**src/rtl/branch_predict_ctrl.sv**
```systemverilog
// branch_predict_ctrl: direct-mapped BTB with 2-bit counters, IF prediction and EX mispredict redirect
// Optional: define BRANCH_PERF_CNT_EN to add perf_branches/perf_mispredicts counters.
// Ports:
//   clk, rst_n                        clock, async active-low reset
//   if_pc -> if_pred_taken/target     combinational IF lookup
//   ex_*                              resolved branch info and piped prediction from EX
//   redirect_valid/pc, flush_*        same-cycle mispredict recovery
module branch_predict_ctrl #(
    parameter int ENTRIES = 16,
    parameter int IDX_W   = $clog2(ENTRIES)
) (
    input  logic        clk,
    input  logic        rst_n,
    input  logic [31:0] if_pc,
    output logic        if_pred_taken,
    output logic [31:0] if_pred_target,
    input  logic        ex_valid,
    input  logic        ex_stall,
    input  logic        ex_is_branch,
    input  logic [31:0] ex_pc,
    input  logic        ex_taken,
    input  logic [31:0] ex_target,
    input  logic        ex_pred_taken,
    input  logic [31:0] ex_pred_target,
`ifdef BRANCH_PERF_CNT_EN
    output logic [31:0] perf_branches,
    output logic [31:0] perf_mispredicts,
`endif
    output logic        redirect_valid,
    output logic [31:0] redirect_pc,
    output logic        flush_if_id,
    output logic        flush_id_ex
);
    localparam int TAG_W = 30 - IDX_W;

    logic             valid_q  [ENTRIES];
    logic [TAG_W-1:0] tag_q    [ENTRIES];
    logic [31:0]      target_q [ENTRIES];
    logic [1:0]       ctr_q    [ENTRIES];

    logic [IDX_W-1:0] if_idx, ex_idx;
    logic [TAG_W-1:0] if_tag, ex_tag;
    logic             if_hit, ex_hit, res, mispredict, upd;
    logic [1:0]       ctr_d;
    logic [31:0]      target_d;
    logic             unused_pc_lsbs;

    assign unused_pc_lsbs = ^{if_pc[1:0], ex_pc[1:0]};

    assign if_idx = if_pc[IDX_W+1:2];
    assign if_tag = if_pc[31:IDX_W+2];
    assign ex_idx = ex_pc[IDX_W+1:2];
    assign ex_tag = ex_pc[31:IDX_W+2];

    // Reads use the registered table, so a same-index update this cycle is not visible yet.
    assign if_hit         = valid_q[if_idx] && (tag_q[if_idx] == if_tag);
    assign if_pred_taken  = if_hit && ctr_q[if_idx][1];
    assign if_pred_target = if_pred_taken ? target_q[if_idx] : if_pc + 32'd4;

    assign res        = ex_valid && ex_is_branch && !ex_stall;
    // rst_n gate keeps recovery outputs quiet while reset is held.
    assign mispredict = rst_n && res &&
                        ((ex_taken != ex_pred_taken) || (ex_taken && (ex_pred_target != ex_target)));

    assign redirect_valid = mispredict;
    assign redirect_pc    = mispredict ? (ex_taken ? ex_target : ex_pc + 32'd4) : 32'd0;
    assign flush_if_id    = mispredict;
    assign flush_id_ex    = mispredict;

    assign ex_hit = valid_q[ex_idx] && (tag_q[ex_idx] == ex_tag);
    // A not-taken miss leaves the table alone; everything else writes the indexed entry.
    assign upd    = res && (ex_hit || ex_taken);

    always_comb begin
        ctr_d    = ctr_q[ex_idx];
        target_d = ex_taken ? ex_target : target_q[ex_idx];
        if (!ex_hit)
            ctr_d = 2'b10;
        else if (ex_taken)
            ctr_d = (ctr_q[ex_idx] == 2'b11) ? 2'b11 : ctr_q[ex_idx] + 2'd1;
        else
            ctr_d = (ctr_q[ex_idx] == 2'b00) ? 2'b00 : ctr_q[ex_idx] - 2'd1;
    end

    always_ff @(posedge clk or negedge rst_n) begin
        if (!rst_n) begin
            for (int i = 0; i < ENTRIES; i++) begin
                valid_q[i]  <= 1'b0;
                tag_q[i]    <= '0;
                target_q[i] <= '0;
                ctr_q[i]    <= 2'b01;
            end
        end else if (upd) begin
            valid_q[ex_idx]  <= 1'b1;
            tag_q[ex_idx]    <= ex_tag;
            target_q[ex_idx] <= target_d;
            ctr_q[ex_idx]    <= ctr_d;
        end
    end

`ifdef BRANCH_PERF_CNT_EN
    logic [31:0] perf_branches_q, perf_mispredicts_q;

    always_ff @(posedge clk or negedge rst_n) begin
        if (!rst_n) begin
            perf_branches_q    <= '0;
            perf_mispredicts_q <= '0;
        end else begin
            perf_branches_q    <= perf_branches_q + {31'd0, res};
            perf_mispredicts_q <= perf_mispredicts_q + {31'd0, mispredict};
        end
    end

    assign perf_branches    = perf_branches_q;
    assign perf_mispredicts = perf_mispredicts_q;
`endif
endmodule

```
**config.mk**
```make
export PLATFORM = sky130hd
export DESIGN_NAME = branch_predict_ctrl
export DESIGN_NICKNAME = d
export VERILOG_FILES = /design/src/rtl/branch_predict_ctrl.sv
export SDC_FILE = /design/constraint.sdc
export NUM_CORES = 2
export LEC_CHECK = 0
export CAP_MARGIN = 0
export CORE_AREA = 2 2 357 359
export CTS_BUF_LIST = sky130_fd_sc_hd__clkbuf_8
export CTS_CLUSTER_DIAMETER = 40
export DETAILED_ROUTE_END_ITERATION = 16
export DIE_AREA = 0 0 359 361
export MAX_ROUTING_LAYER = met4
export PLACE_DENSITY = 0.64
export SETUP_SLACK_MARGIN = 0.2
export SYNTH_ARGS = -nofsm -noshare
export SYNTH_HDL_FRONTEND = slang
export SYNTH_SLANG_ARGS = --single-unit
```
**constraint.sdc**
```tcl
create_clock -name clk -period 5.5 [get_ports clk]
set_clock_uncertainty 0.1 [all_clocks]
set_input_delay 0.55 -clock clk [delete_from_list [all_inputs] [get_ports clk]]
set_output_delay 0.55 -clock clk [all_outputs]
set_load 0.01 [all_outputs]
```
Yosys cells after proc, flatten, opt, wreduce, memory -nomap -nowiden. Cells that the tools add are included.

Flip-flop bits (word level): 976. Latch bits: 0. RAM bits: 0. Bits in read-only memories: 0. Bits of input ports: 135. Output and inout bits: 68. Logic and storage cells: 136. Memories: 0.

Add/subtract/negate cells: 4. Multipliers: 0. Divide/modulo/power cells: 0. Order comparisons: 3. Eq/ne operators: 5. Shifts and indexed selects: 0. Mux-type cells: 43. Bitwise gates (word level): 3. Reduce and logical (&&, ||, !) cells: 14.

Operators by type and width (number): 512-bit bitwise mux (1); 416-bit bitwise mux (1); 32-bit two-way mux (9); 32-bit binary-select mux with 4-bit select (2); 26-bit binary-select mux with 4-bit select (2); 26-bit two-way mux (5); 32-bit demux with 4-bit select (1); 26-bit demux with 4-bit select (1); 32-bit by 3-bit adder with 32-bit output (second input constant) (2); 26-bit equality test (2); 32-bit bitwise mux (1); 32-bit inequality test (1); 2-bit two-way mux (9); 2-bit binary-select mux with 4-bit select (2); 16-bit bitwise OR (1); 5-bit >= comparator (second input constant) (2); 1-bit logical AND (10); 4-bit inverter with 5-bit output (2); 1-bit binary-select mux with 4-bit select (2); 2-bit demux with 4-bit select (1); 5-bit by 1-bit < comparator with 1-bit output (second input constant) (1); 1-bit two-way mux (5); 1-bit demux with 4-bit select (1); 2-bit by 1-bit adder with 2-bit output (second input constant) (1); other kinds (6) (7).

Longest topological paths before layout.
Depth in word-level cells: 9. Depth in mapped cells: 18.

Least setup slack after synthesis. No wires, ideal clock.

Path type: input -> output. From: in if_pc[2]. To: out if_pred_target[3]. Arrival time: 3.850 ns. Data required time: 4.850 ns. Path slack: 1.000 ns. Cell stages on the path: 10. Path through: buf_2 > buf_2 > buf_1 > mux4_2 > mux4_2 > xnor2_1 > nand4_1 > nor4_4 > buf_4 > mux2_1.

Cells in the longest elaborated chain, start to end: 8.

Ends and longest elaborated chain: from (decl) (line 14) `input logic [31:0] if_pc,`; 4-bit inverter with 5-bit output (implied by the code) (line 56, 57, 58); 26-bit binary-select mux with 4-bit select (line 56) `assign if_hit = valid_q[if_idx] && (tag_q[if_idx] == if_tag);`; 26-bit two-way mux (implied by the code) (2 in a row) (line 56); 26-bit equality test (line 56); 1-bit logical AND (line 56); 1-bit logical AND (line 57) `assign if_pred_taken = if_hit && ctr_q[if_idx][1];`; 32-bit two-way mux * (line 58) `assign if_pred_target = if_pred_taken ? target_q[if_idx] : if_pc + 32'd4;`; to (decl) (line 16) `output logic [31:0] if_pred_target,`.

Mark *: on every way between the ends. The rest lies on a longest branch, timed or not. The select of a mux whose other input is x is not followed.

Worst setup path in the final report.
From: reg tag_q[7] (netlist name). To: out if_pred_target[1].

Cells in the longest elaborated chain, start to end: 7.

Ends and longest elaborated chain: from (decl) (line 37) `logic [TAG_W-1:0] tag_q [ENTRIES];`; from (signal, indexed assignment) (line 95) `tag_q[ex_idx] <= ex_tag;`; 26-bit binary-select mux with 4-bit select (line 56); 26-bit two-way mux (implied by the code) (2 in a row) (line 56); 26-bit equality test (line 56); 1-bit logical AND (line 56); 1-bit logical AND (line 57); 32-bit two-way mux (line 58).

No other way between the ends. The select of a mux whose other input is x is not followed.

==> summary.md <==
| Metric | Value |
|---|---|
| Met1 WL | 79600 microns |
| First-pass GRT wire length | approximately 290000 microns |
| # rows | 130 |
| Commonest non-fill, non-tap cell in the layout | dfrtp_1 |
| Initial drt markers | ~5200 |
| Synth cell types | 62 |
| Pin count of the biggest net entering global routing | roughly 170 |
| Most frequent cells in the layout | dfrtp_1 (960), mux2_2 (758), mux4_2 (548) |
| Worst vdd ir | ~0.28 mV |
| Total power | between 15 and 20 mW |
| Post-synth ARST share | between 90% and 100% |
| Latest clock arrival within the worst-skew pair | 0.90 ns |
| Mapped cell area | between 50000 and 60000 sq um |
| RSZ-0062 raised after global routing | true |
| Top routing layer used | met4 |
| Top FF cell, synth | dfrtp_1 |
| Worst path arrival time | about 4.6 ns |
| I/O Pins | 203 |
| Drc violations | 0 |
| Status | finished, final reports clean |
| Setup TNS | 0 ns |
| Routed len/inst | between 30 and 40 microns |
| Seq/Total Area, Yosys | 42.5% |
| Core outline area | 125000 sq um |
| CTS tree | done |
| GP Congestion | 0.962 |
| Syn avg cell area | roughly 13 sq um |
| Fillers | around 10000 |
| Tcrit/Tclk final | between 90% and 100% |
| Syn nets | 4506 |
| GRT Total Usage | between 30% and 40% |
| Hold slack | slightly above 0.08 ns |
| Post-synth EDFFs | 0 |
| DRT antenna net count | 0 |
| Hold Vio Cnt, Final | 0 |
| Grt total ovfl | 0 |
| Max Clock Freq | 190 MHz |
| Fraction of layout cells with a size suffix above 1 | between 40% and 50% |
| Crit path required time | 4.85 ns |
| Endpoint class of the critical path | output pin |
| Crit-path max FO | 10 |
| WL met2 | just under 90000 microns |
| Startpoint types | flop |
| Tmin final | around 5.3 ns |
| Placed Cells | 5975 |
| H-tree depth | 4 |
| Vias | around 42000 |
| HPWL after detailed placement | between 100000 and 150000 microns |
| Flops & latches, synth | 976 |
| Pins Over Slew Limit | 0 |
| Met3 WL | ~25000 microns |
| Max-Cap Viols | 0 |
| Layout Cells excl Fill | 6337 |
| PD cells | between 200 and 300 nW/um^2 |
| Slew headroom | a little under a quarter |
| Height of the chip | between 300 and 400 microns |
| Die footprint | approximately 130000 sq um |
| Initial antenna violation count | 12 |
| Hold/Removal Path Class | in -> async |
| Layout area overhead | 15.3% |
| Final setup fails | 0 |
| WL final | 201000 microns |
| DRT Pass-1 Iters | 6 |
| CTS Buf Count | approximately 180 |
| Clock sink count | 976 |
| IO buf count | 202 |
| Cell count after synthesis | between 4000 and 5000 |
| Worst R2R Setup Slack | between 1.5 and 2 ns |
| Slew at the pin closest to its max-slew limit | approximately 1.1 ns |
| Pre-CTS setup slack | 0.0842 ns |
| Via-to-Cell Ratio | between 6 and 7 |
| Die Wd | roughly 360 microns |
| Worst setup margin | roughly 0.24 ns |
| Clk root buf | clkbuf_8 |
| Starting density of the core | 45.9% |
| Worst reg2reg startpoint | tag_q[407] |
| Crit path launch | tag_q[7] |
| CP Class | reg -> out |
| Static Leak | 28.7 nW |
| Vias in the first global route | approximately 42000 |
| Reg clk slew, reported paths | ~0.060 ns |
| Final #Nets | about 4700 |
| Clock buffer depth | 3 |
| Synth warnings | 0 |
per-layer routing:
metal / track usage [%] / vias up
met5: - / -
met2: 44.6 / 2632
met3: 10.7 / 540
met4: 13.8 / 0
li1: - / 16800
met1: 42.1 / 22000
where the power goes:
part | internal [mW] | switching (mW) | leakage (nW)
clock network | 4.86 | 3.46 | 2.35
logic | 1.32 | 1.41 | 13.1
registers | 7.71 | 0.418 | 13.3
metrics by stage:
step,util (%),instance area [sq um]
floorplan,-,57500
global placement,49.2,61700
detailed placement,49.2,61700
CTS,52.8,66200
global route,52.9,66300
finish,52.9,66300
cell usage after synthesis, drive strengths merged (18+ instances only):
| cell type | n | area, sq um |
|---|---|---|
| dfrtp | 960 | 24000 |
| mux2 | 807 | 9090 |
| mux4 | 548 | 12300 |
| nand2 | 449 | 1690 |
| buf | 248 | 1700 |
| clkbuf | 205 | 769 |
| o21ai | 180 | 901 |
| nor3 | 139 | 696 |
| a2bb2oi | 102 | 893 |
| nor2 | 92 | 345 |
| mux2i | 91 | 911 |
| xnor2 | 76 | 666 |
| a21oi | 69 | 345 |
| xor2 | 60 | 526 |
| inv | 41 | 154 |
| nand3 | 39 | 195 |
| a22oi | 23 | 173 |
| and3 | 22 | 138 |
| nand4 | 20 | 125 |
| nor4 | 20 | 200 |
| o21a | 18 | 135 |
| o2bb2ai | 18 | 158 |
| or2 | 18 | 113 |
registers in the layout, indices dropped and copies added (netlist names):
signal and flops:
ctr_q 32, tag_q 416, target_q 512, valid_q 16
final cells by class:
cell class                      count  area, sq um  area share, %
Sequential cell                   976        24400           36.9
Clock inverter                    110         1170           1.76
Multi-Input combinational cell   2896        30700           46.2
Antenna cell                       15         37.5         0.0566
Clock buffer                      231         3180           4.79
Tap cell                         1650         2060           3.11
Timing Repair Buffer              418         4590           6.92
Inverter                           41          156          0.236
kinds of logic after synthesis:
logic type                 share of synthesized area [%]
muxes                                               38.8
DFF                                                 42.5
and+or+nand+nor                                     6.54
buffers and inverters                               4.56
AOI/OAI and AO/OA                                   5.39
xor gates and xnor gates                            2.07
adders and majority gates                          0.126
worst paths after layout:
kind,end,depth (start not counted)
worst min-delay path,target_q[223],2
worst max register to register,target_q[390],11
worst max-delay path,if_pred_target[1],10
worst min register to register,ctr_q[22],2
max in group asynchronous,target_q[118],5
min in group clk,ctr_q[22],2
what timing repair did:
action / CTS / global route
setup buffers: 2 / 1
endpoints found under the setup margin: 32 / 28
pin swaps: 2 / 1
endpoints found under the hold margin: 44 / 0
gates resized for setup: 13 / 22
cloned: 1 / 1
hold buffers: 1 / 0
worst max-delay path, stage by stage (launching register included):
cell             delay, ns
dfrtp_1               0.39
mux4_2                0.47
mux4_2                0.56
xnor2_2               0.28
nand3_1               0.15
or3_4                 0.37
nor4_4                0.29
buf_6                 0.20
buf_12                0.17
mux2_2                0.34
clkdlybuf4s50_1       0.48
(Power assumes the default switching activity.)
